<file path="config.mk">
export PLATFORM = sky130hd
export DESIGN_NAME = instruction_fetch_unit_flat
export DESIGN_NICKNAME = d
export VERILOG_FILES = /design/src/rtl/instruction_fetch_unit_if.sv /design/src/rtl/instruction_fetch_unit.sv /design/src/flat_wrapper.sv
export SDC_FILE = /design/constraint.sdc
export NUM_CORES = 1
export LEC_CHECK = 0
export BUFFER_PORTS_ARGS = -buffer_cell sky130_fd_sc_hd__buf_2
export CORE_MARGIN = 1.5
export CORE_UTILIZATION = 57
export DETAILED_ROUTE_END_ITERATION = 12
export PLACE_DENSITY = 0.83
export SYNTH_ARGS = -nofsm -noshare
export SYNTH_HDL_FRONTEND = slang
export SYNTH_SLANG_ARGS = --single-unit
</file>
<file path="constraint.sdc">
create_clock -name clock -period 3.9 [get_ports clock]
set_clock_uncertainty 0.2 [all_clocks]
set_input_delay 0.39 -clock clock [delete_from_list [all_inputs] [get_ports clock]]
set_output_delay 0.39 -clock clock [all_outputs]
set_load 0.005 [all_outputs]
</file>
<file path="src/rtl/instruction_fetch_unit_if.sv">
// Fetch-stage bus bundle: instruction-memory request/response channel,
// branch redirect input and the decoder-facing instruction handshake.
interface instruction_fetch_unit_if;
   logic        mem_req_valid;
   logic        mem_req_ready;
   logic [31:0] mem_req_addr;
   logic        mem_resp_valid;
   logic [31:0] mem_resp_data;
   logic        mem_resp_error;
   logic        redirect_valid;
   logic [31:0] redirect_pc;
   logic [31:0] instruction;
   logic [31:0] instruction_pc;
   logic        instruction_valid;
   logic        instruction_ready;
   logic        fetch_fault;

   // The fetch unit itself
   modport master (
      output mem_req_valid, mem_req_addr,
      input  mem_req_ready,
      input  mem_resp_valid, mem_resp_data, mem_resp_error,
      input  redirect_valid, redirect_pc,
      output instruction, instruction_pc, instruction_valid,
      input  instruction_ready,
      output fetch_fault
   );

   // Memory, branch unit and decoder side
   modport slave (
      input  mem_req_valid, mem_req_addr,
      output mem_req_ready,
      output mem_resp_valid, mem_resp_data, mem_resp_error,
      output redirect_valid, redirect_pc,
      input  instruction, instruction_pc, instruction_valid,
      output instruction_ready,
      input  fetch_fault
   );
endinterface

</file>
<file path="src/rtl/instruction_fetch_unit.sv">
// Instruction fetch unit: owns the fetch PC, issues credit-limited word
// reads, buffers in-order responses in a small FIFO and hands one
// instruction per cycle to decode. Redirects flush the FIFO and mark the
// requests still in flight as stale so their responses are dropped.
module instruction_fetch_unit #(
   parameter logic [31:0] RESET_PC     = 32'h0000_0000,
   parameter int          BUFFER_DEPTH = 2
) (
   input logic                        clock,
   input logic                        reset,
   instruction_fetch_unit_if.master   bus
);
   localparam int PTR_W = (BUFFER_DEPTH > 1) ? $clog2(BUFFER_DEPTH) : 1;
   localparam int CNT_W = $clog2(BUFFER_DEPTH + 1);

   typedef enum logic {RUN, FAULT} state_t;

   state_t             state_q,       state_d;
   logic [31:0]        fetch_pc_q,    fetch_pc_d;
   logic               req_valid_q,   req_valid_d;
   logic               fault_q,       fault_d;
   logic [CNT_W-1:0]   outstanding_q, outstanding_d;
   logic [CNT_W-1:0]   discard_q,     discard_d;
   logic [31:0]        resp_pc_q,     resp_pc_d;
   logic [PTR_W-1:0]   head_q,        head_d;
   logic [PTR_W-1:0]   tail_q,        tail_d;
   logic [CNT_W-1:0]   count_q,       count_d;
   logic [31:0]        data_q [BUFFER_DEPTH];
   logic [31:0]        data_d [BUFFER_DEPTH];
   logic [31:0]        pc_q   [BUFFER_DEPTH];
   logic [31:0]        pc_d   [BUFFER_DEPTH];
   logic               err_q  [BUFFER_DEPTH];
   logic               err_d  [BUFFER_DEPTH];

   logic               accept;
   logic               head_present;
   logic               out_valid;
   logic               head_fault;
   logic               pop;
   logic               push;
   logic               drop_resp;
   logic [CNT_W:0]     credit_used;

   assign accept       = req_valid_q & bus.mem_req_ready;
   assign head_present = (count_q != '0);
   assign out_valid    = (state_q == RUN) && head_present && !err_q[head_q];
   assign head_fault   = (state_q == RUN) && head_present &&  err_q[head_q];
   assign pop          = out_valid & bus.instruction_ready;
   assign drop_resp    = (discard_q != '0);
   assign push         = bus.mem_resp_valid && !drop_resp && (state_q == RUN);

   assign bus.mem_req_valid     = req_valid_q;
   assign bus.mem_req_addr      = fetch_pc_q;
   assign bus.instruction       = data_q[head_q];
   assign bus.instruction_pc    = pc_q[head_q];
   assign bus.instruction_valid = out_valid;
   assign bus.fetch_fault       = fault_q;

   // Next-state: request/response bookkeeping, FIFO, fault and redirect, then credit check
   always_comb begin
      state_d       = state_q;
      fetch_pc_d    = fetch_pc_q;
      fault_d       = fault_q;
      discard_d     = discard_q;
      resp_pc_d     = resp_pc_q;
      head_d        = head_q;
      tail_d        = tail_q;
      data_d        = data_q;
      pc_d          = pc_q;
      err_d         = err_q;

      outstanding_d = outstanding_q + CNT_W'(accept) - CNT_W'(bus.mem_resp_valid);
      count_d       = count_q + CNT_W'(push) - CNT_W'(pop);

      if (accept) begin
         fetch_pc_d = fetch_pc_q + 32'd4;
      end

      if (bus.mem_resp_valid && drop_resp) begin
         discard_d = discard_q - CNT_W'(1);
      end

      if (push) begin
         data_d[tail_q] = bus.mem_resp_data;
         pc_d[tail_q]   = resp_pc_q;
         err_d[tail_q]  = bus.mem_resp_error;
         tail_d         = tail_q + PTR_W'(1);
         resp_pc_d      = resp_pc_q + 32'd4;
      end

      if (pop) begin
         head_d = head_q + PTR_W'(1);
      end

      if (head_fault) begin
         state_d = FAULT;
         fault_d = 1'b1;
         head_d  = '0;
         tail_d  = '0;
         count_d = '0;
      end

      if (bus.redirect_valid) begin
         head_d     = '0;
         tail_d     = '0;
         count_d    = '0;
         discard_d  = outstanding_d;
         fetch_pc_d = bus.redirect_pc;
         resp_pc_d  = bus.redirect_pc;
         if (bus.redirect_pc[1:0] != 2'b00) begin
            state_d = FAULT;
            fault_d = 1'b1;
         end else begin
            state_d = RUN;
            fault_d = 1'b0;
         end
      end

      credit_used = {1'b0, outstanding_d} + {1'b0, count_d};
      req_valid_d = (state_d == RUN) && !bus.redirect_valid &&
                    (credit_used < (CNT_W+1)'(BUFFER_DEPTH));
   end

   // State registers, cleared asynchronously by the active-low reset
   always_ff @(posedge clock or negedge reset) begin
      if (!reset) begin
         state_q       <= RUN;
         fetch_pc_q    <= RESET_PC;
         req_valid_q   <= 1'b0;
         fault_q       <= 1'b0;
         outstanding_q <= '0;
         discard_q     <= '0;
         resp_pc_q     <= RESET_PC;
         head_q        <= '0;
         tail_q        <= '0;
         count_q       <= '0;
         for (int i = 0; i < BUFFER_DEPTH; i++) begin
            data_q[i] <= '0;
            pc_q[i]   <= '0;
            err_q[i]  <= 1'b0;
         end
      end else begin
         state_q       <= state_d;
         fetch_pc_q    <= fetch_pc_d;
         req_valid_q   <= req_valid_d;
         fault_q       <= fault_d;
         outstanding_q <= outstanding_d;
         discard_q     <= discard_d;
         resp_pc_q     <= resp_pc_d;
         head_q        <= head_d;
         tail_q        <= tail_d;
         count_q       <= count_d;
         data_q        <= data_d;
         pc_q          <= pc_d;
         err_q         <= err_d;
      end
   end
endmodule

</file>
<file path="src/flat_wrapper.sv">
// flat-port wrapper written by rule: the top's interface ports become plain ports
module instruction_fetch_unit_flat 
#(
   parameter logic [31:0] RESET_PC     = 32'h0000_0000,
   parameter int          BUFFER_DEPTH = 2
)
  (clock, reset, bus_mem_req_valid, bus_mem_req_addr, bus_mem_req_ready, bus_mem_resp_valid, bus_mem_resp_data, bus_mem_resp_error, bus_redirect_valid, bus_redirect_pc, bus_instruction, bus_instruction_pc, bus_instruction_valid, bus_instruction_ready, bus_fetch_fault);
  instruction_fetch_unit_if bus_i ();
  input logic clock;
  input logic reset;
  output wire logic [$bits(bus_i.mem_req_valid)-1:0] bus_mem_req_valid;
  output wire logic [$bits(bus_i.mem_req_addr)-1:0] bus_mem_req_addr;
  input wire logic [$bits(bus_i.mem_req_ready)-1:0] bus_mem_req_ready;
  input wire logic [$bits(bus_i.mem_resp_valid)-1:0] bus_mem_resp_valid;
  input wire logic [$bits(bus_i.mem_resp_data)-1:0] bus_mem_resp_data;
  input wire logic [$bits(bus_i.mem_resp_error)-1:0] bus_mem_resp_error;
  input wire logic [$bits(bus_i.redirect_valid)-1:0] bus_redirect_valid;
  input wire logic [$bits(bus_i.redirect_pc)-1:0] bus_redirect_pc;
  output wire logic [$bits(bus_i.instruction)-1:0] bus_instruction;
  output wire logic [$bits(bus_i.instruction_pc)-1:0] bus_instruction_pc;
  output wire logic [$bits(bus_i.instruction_valid)-1:0] bus_instruction_valid;
  input wire logic [$bits(bus_i.instruction_ready)-1:0] bus_instruction_ready;
  output wire logic [$bits(bus_i.fetch_fault)-1:0] bus_fetch_fault;
  assign bus_mem_req_valid = bus_i.mem_req_valid;
  assign bus_mem_req_addr = bus_i.mem_req_addr;
  assign bus_i.mem_req_ready = bus_mem_req_ready;
  assign bus_i.mem_resp_valid = bus_mem_resp_valid;
  assign bus_i.mem_resp_data = bus_mem_resp_data;
  assign bus_i.mem_resp_error = bus_mem_resp_error;
  assign bus_i.redirect_valid = bus_redirect_valid;
  assign bus_i.redirect_pc = bus_redirect_pc;
  assign bus_instruction = bus_i.instruction;
  assign bus_instruction_pc = bus_i.instruction_pc;
  assign bus_instruction_valid = bus_i.instruction_valid;
  assign bus_i.instruction_ready = bus_instruction_ready;
  assign bus_fetch_fault = bus_i.fetch_fault;
  instruction_fetch_unit #(.RESET_PC(RESET_PC), .BUFFER_DEPTH(BUFFER_DEPTH)) u_core (.clock(clock), .reset(reset), .bus(bus_i));
endmodule
</file>
==> flow_summary.toml, run 1 <==
[outcome]
status = "finished, final reports clean"

[cells_and_area]
nets = 1124
area_growth_pct = 23.0
num-fill-cells = 1225
utilization = 0.713
drive_gt1_frac = 0.410
n_antenna_cell = 0
layout_commonest_cell = "mux2_2"
most-common-layout-cells = "205 x mux2_2, 204 x dfrtp_1, 168 x buf_2"

[die]
placementRows = 48
start_util = 0.580
dieArea_mm2 = 0.0183
io_pins = 170
core_area_mm2 = 0.0172
die_h_um = 135
die-width_um = 135

[timing]
tightest_slew_ns = 0.930
max-slew-margin-rel = 0.380
rsz0062_at_grt = "false"
fin_ws_ns = 1.03
finalCriticalPeriod_ns = 2.87
fin_setup_tns_ns = 0
setup_violations = 0
hold_viol = 0
finalCritPeriodShare = 0.736
slew_viol_final = 0
fmax_mhz = 348

[cts]
cts_tree = "yes"
clockBufferDepth = 3
cts.clk_slew.worst_paths_ns = 0.06
insertion_delay_ns = 0.50
clock-root-buffer = "clkbuf_16"
cts_sinks = 205
cts_resized = 0
cts-buffers-inserted = 22
htreeDepth = 1
hold_buffers = 55
post_cts.repair.setup_buffers = 0

[worst_setup_path]
crit_path_start_kind = "register"
crit-reg2reg-launch = "u_core.head_q"
r2r_slack_ns = 1.03
regToRegEndpoint = "u_core.bus.mem_req_valid"
r2r_cells = 6
criticalPathCategory = "register to register"
worst_ep_arrival_time_ns = 3.05
crit_start = "u_core.head_q"
crit_end = "u_core.bus.mem_req_valid"
cp.required_ns = 4.08
cp_max_fo = 67
endpoint_kind = "register"

[yosys]
ys_async_sr_fraction = 1.00
netlist.top_cell.by_area = "dfrtp_1"
seq_area_frac_synth = 0.513
synth_xor_xnor_area_share = 0.0228
synthesis.area_mm2 = 0.00999
synthTopCellsByArea = "dfrtp_1 51%, mux2_2 23%, xnor2_1 1.9%"
synth_seq_cells = 205
ys.warnings.count = 0
yosys.area_share.adder = 0.0108
synth.top_cell.area_share = 0.513
syn-num-nets = 913
synth_mux_area_frac = 0.233
synth_cells = 834
synth_top_family_by_area = "multiplexers"
synth-compound-area-share = 0.0628
syn_avg_cell_area_um2 = 12.0
synth_cell_types = 54
synth-edff-count = 0
synth_top_flop_cell = "dfrtp_1"
yosys.area_share.simple = 0.127

[detailed_routing]
wl_per_cell_um = 18.8
dr.pass1.iters = 5
num_vias = 7643
drcViolationCount = 0
ant_nets = 0
first_iter_violations = 447
routed_wl_um = 24200
vias_per_cell = 5.94

[global_route]
grt_pass1_wl_um = 38600
grt_overflow_total = 0
antenna_found_initial = 0
grt_pass1_vias = 7631
grt_use_total = 0.263
grt_max_degree = 76

[placement]
place.gp.congestion = 0.875
port_buffers = 169
hpwl_um = 15400
preCtsSetupSlack_ns = 1.00

[power]
power_mw = 6.71
vdd_drop_max_mv = 0.398
power.density_mw_per_mm2 = 546
leakagePower_nw = 5.66

[job]
max_cap_viol_count = 0

[min_path]
hold_path.class = "primary input to register"
-- state kept, by name (all words and copies together), names as in the netlist --
register,cells
u_core.pc_q,64
u_core.bus.mem_req_valid,1
u_core.state_q,1
u_core.resp_pc_q,32
u_core.head_q,1
u_core.data_q,64
u_core.bus.fetch_fault,1
u_core.err_q,2
u_core.bus.mem_req_addr,32
u_core.tail_q,1
u_core.count_q,2
u_core.discard_q,2
u_core.outstanding_q,2
-- critical path: stages, from the launching register on --
cell and delay, ns:
dfrtp_2 0.36, buf_4 0.68, mux2i_1 0.17, o21ai_0 0.50, nand2b_1 0.24, fa_1 0.43
and3_1 0.17
-- logic make-up (layout without fill, tap and decap cells) --
logic type,Yosys count,in the layout
adder cells (fa/ha/maj),8,8
AO/OA/AOI/OAI,92,92
AND/OR/NAND/NOR,223,223
flip-flops,205,205
buffers and inverters,73,300
XOR/XNOR,26,26
multiplexers,207,207
-- layer usage --
layer | global-route usage | vias up | share of wire
met5 | 0 | - | 0
met4 | 0.0818 | 0 | 0.027
met3 | 0.0460 | 57 | 0.059
met2 | 0.443 | 271 | 0.49
met1 | 0.350 | 3838 | 0.42
li1 | - | 3477 | -
-- cells in the mapped netlist, drive strengths merged (2+ instances only) --
master and count:
a211oi 18, a21boi 2, a21o 3, a21oi 9
a311oi 4, a31oi 12, and2 5, and3 10
and4 15, buf 24, clkbuf 23, dfrtp 205
ha 7, inv 25, mux2 205, mux2i 2
nand2 38, nand2b 9, nand3 18, nand4 29
nand4b 2, nor2 45, nor2b 2, nor3 15
nor4 14, o21a 2, o21ai 20, o2bb2ai 2
o311a 4, o31ai 10, or2 4, or3 4
or4 10, xnor2 22, xor2 4
-- through the flow --
step                      std cells  area (um2)  hold slack (ns)
after floorplan                 834        9990           -0.106
after global placement         1191       11000            0.251
after detailed placement       1191       11000            0.246
after CTS                      1286       12300          0.00600
after global routing           1286       12300           0.0185
final                          1286       12300           0.0111
-- worst min path at each step --
stage                   startpoint                           to  slack [ns]  cells past startpoint
2_1_floorplan                reset       u_core.bus.fetch_fault       -0.11                      0
3_3_place_gp                 reset  u_core.bus.mem_req_addr[29]        0.25                      1
3_5_place_dp                 reset  u_core.bus.mem_req_addr[29]        0.25                      1
4_1_cts        bus_redirect_pc[30]         u_core.resp_pc_q[30]       0.006                      3
5_1_grt        bus_redirect_pc[23]         u_core.resp_pc_q[23]        0.02                      3
6_report       bus_redirect_pc[23]         u_core.resp_pc_q[23]        0.01                      3
-- where the power goes --
group          switching, mW  total (mW)  internal, mW
logic                  0.706        1.69         0.986
registers              0.336        2.95          2.61
clock network          0.822        2.07          1.25
total                   1.86        6.71          4.84
-- layout make-up --
type | instances | area (um2) | area share
tap | 225 | 282 | 0.0229
multi-input combinational | 556 | 4570 | 0.372
timing repair buffer | 234 | 1490 | 0.121
clock buffer | 36 | 674 | 0.0549
sequential | 205 | 5130 | 0.417
clock inverter | 4 | 47.5 | 0.00387
inverter | 26 | 97.6 | 0.00794
(Power assumes the default switching activity.)
==> inputs of run 2 (changes only) <==
==> constraint.sdc (replaced) <==
create_clock -name clock -period 2.8 [get_ports clock]
set_clock_uncertainty 0.2 [all_clocks]
set_input_delay 0.28 -clock clock [delete_from_list [all_inputs] [get_ports clock]]
set_output_delay 0.28 -clock clock [all_outputs]
set_load 0.005 [all_outputs]
==> flow_summary.toml, run 2 (same netlist as run 1, synthesis figures left out) <==
[min_path]
hold_path.class = "primary input to register"

[worst_setup_path]
crit_path_start_kind = "register"
crit-reg2reg-launch = "u_core.head_q"
crit_end = "u_core.bus.mem_req_valid"
r2r_slack_ns = 0.08
worst_ep_arrival_time_ns = 2.90
crit_start = "u_core.head_q"
r2r_cells = 10
criticalPathCategory = "register to register"
cp.required_ns = 2.99
cp_max_fo = 3
regToRegEndpoint = "u_core.bus.mem_req_valid"
endpoint_kind = "register"

[cells_and_area]
n_antenna_cell = 0
area_growth_pct = 24.2
drive_gt1_frac = 0.413
postLayoutCellArea_mm2 = 0.0124
most-common-layout-cells = "204 x mux2_2, 204 x dfrtp_1, 168 x buf_2"
reg_top3 = "u_core.data_q x64, u_core.pc_q x64"
nets = 1137

[timing]
finalCriticalPeriod_ns = 2.72
slew_viol_final = 0
hold_viol = 0
fmax_mhz = 368
tightest_slew_ns = 0.898
setup_violations = 0
max-slew-margin-rel = 0.402
finalCritPeriodShare = 0.970
holdWs_ns = 0.0211

[job]
max_cap_viol_count = 0

[placement]
hpwl_um = 15500
dpl_cell_area_mm2 = 0.0111
place.gp.congestion = 0.857
port_buffers = 169

[cts]
clock-root-buffer = "clkbuf_16"
cts.clk_slew.worst_paths_ns = 0.06
cts_sinks = 205
cts-buffers-inserted = 22
insertion_delay_ns = 0.50
cts_tree = "yes"
clockBufferDepth = 3
htreeDepth = 1

[die]
dieArea_mm2 = 0.0183
core_area_mm2 = 0.0172
placementRows = 48
io_pins = 170
die_h_um = 135
die-width_um = 135
start_util = 0.580

[global_route]
grt_pass1_vias = 7901
grt_max_degree = 71
antenna_found_initial = 0
grt_use_total = 0.263
grt_overflow_total = 0
grt_pass1_wl_um = 38800

[detailed_routing]
dr.pass1.iters = 6
vias_per_cell = 5.90
num_vias = 7632
routed_wl_um = 24100
ant_nets = 0
first_iter_violations = 492
wl_per_cell_um = 18.7
drcViolationCount = 0

[outcome]
status = "finished, final reports clean"

[power]
power_mw = 9.18
power.density_mw_per_mm2 = 739
vdd_drop_max_mv = 0.583
leakagePower_nw = 5.71
run 2: what timing repair did:
| action | in CTS | in global routing |
|---|---|---|
| gates resized for setup | 0 | 4 |
| hold endpoints to repair | 182 | 0 |
| hold buffers | 62 | 0 |
| buffers inserted | 0 | 1 |
| endpoints found under the setup margin | 0 | 1 |
run 2: routing by layer:
layer,track usage,vias up,share of wire
met5,0,-,0
met4,0.0783,0,0.023
met3,0.0505,49,0.064
met2,0.458,276,0.50
met1,0.333,3807,0.41
li1,-,3500,-
run 2: stage by stage:
step | TNS, ns | utilization | worst slack (ns) | std cells
global placement | 0 | 0.644 | 0.135 | 1196
finish | 0 | 0.720 | 0.0836 | 1293
CTS | 0 | 0.719 | 0.0299 | 1292
global route | -0.0162 | 0.720 | -0.0162 | 1293
floorplan | 0 | - | 0.0229 | 834
detailed placement | 0 | 0.644 | 0.0504 | 1196
run 2: worst min path at each step:
stage                        start                     endpoint  slack (ns)  cells after the start
3_3_place_gp                 reset  u_core.bus.mem_req_addr[29]        0.12                      1
3_5_place_dp                 reset  u_core.bus.mem_req_addr[28]        0.13                      1
2_1_floorplan                reset       u_core.bus.fetch_fault       -0.22                      0
4_1_cts        bus_redirect_pc[12]         u_core.resp_pc_q[12]       0.005                      3
5_1_grt        bus_redirect_pc[14]         u_core.resp_pc_q[14]        0.03                      3
6_report       bus_redirect_pc[14]         u_core.resp_pc_q[14]        0.02                      3
run 2: worst max-delay path, stage by stage, from the launching register on:
cell,delay [ns]
dfrtp_2,0.42
mux2_4,0.33
nor3_4,0.12
ha_1,0.25
inv_1,0.06
ha_1,0.16
xnor2_1,0.14
xnor2_1,0.14
nand2b_1,0.12
fa_1,0.47
and3_1,0.18
run 2: power by group:
| part | internal, mW | total [mW] | switching [mW] |
|---|---|---|---|
| Sequential | 3.64 | 4.09 | 0.449 |
| Combinational | 1.39 | 2.37 | 0.976 |
| Clock | 1.61 | 2.72 | 1.11 |
| Total | 6.65 | 9.18 | 2.53 |
run 2: area by class of cell:
class                      instances  area, um2
clock buffer                      32        659
multi-input combinational        556       4590
sequential                       205       5130
tap                              225        282
inverter                          26       97.6
timing repair buffer             247       1650
clock inverter                     2       13.8
fill                            1180       4820
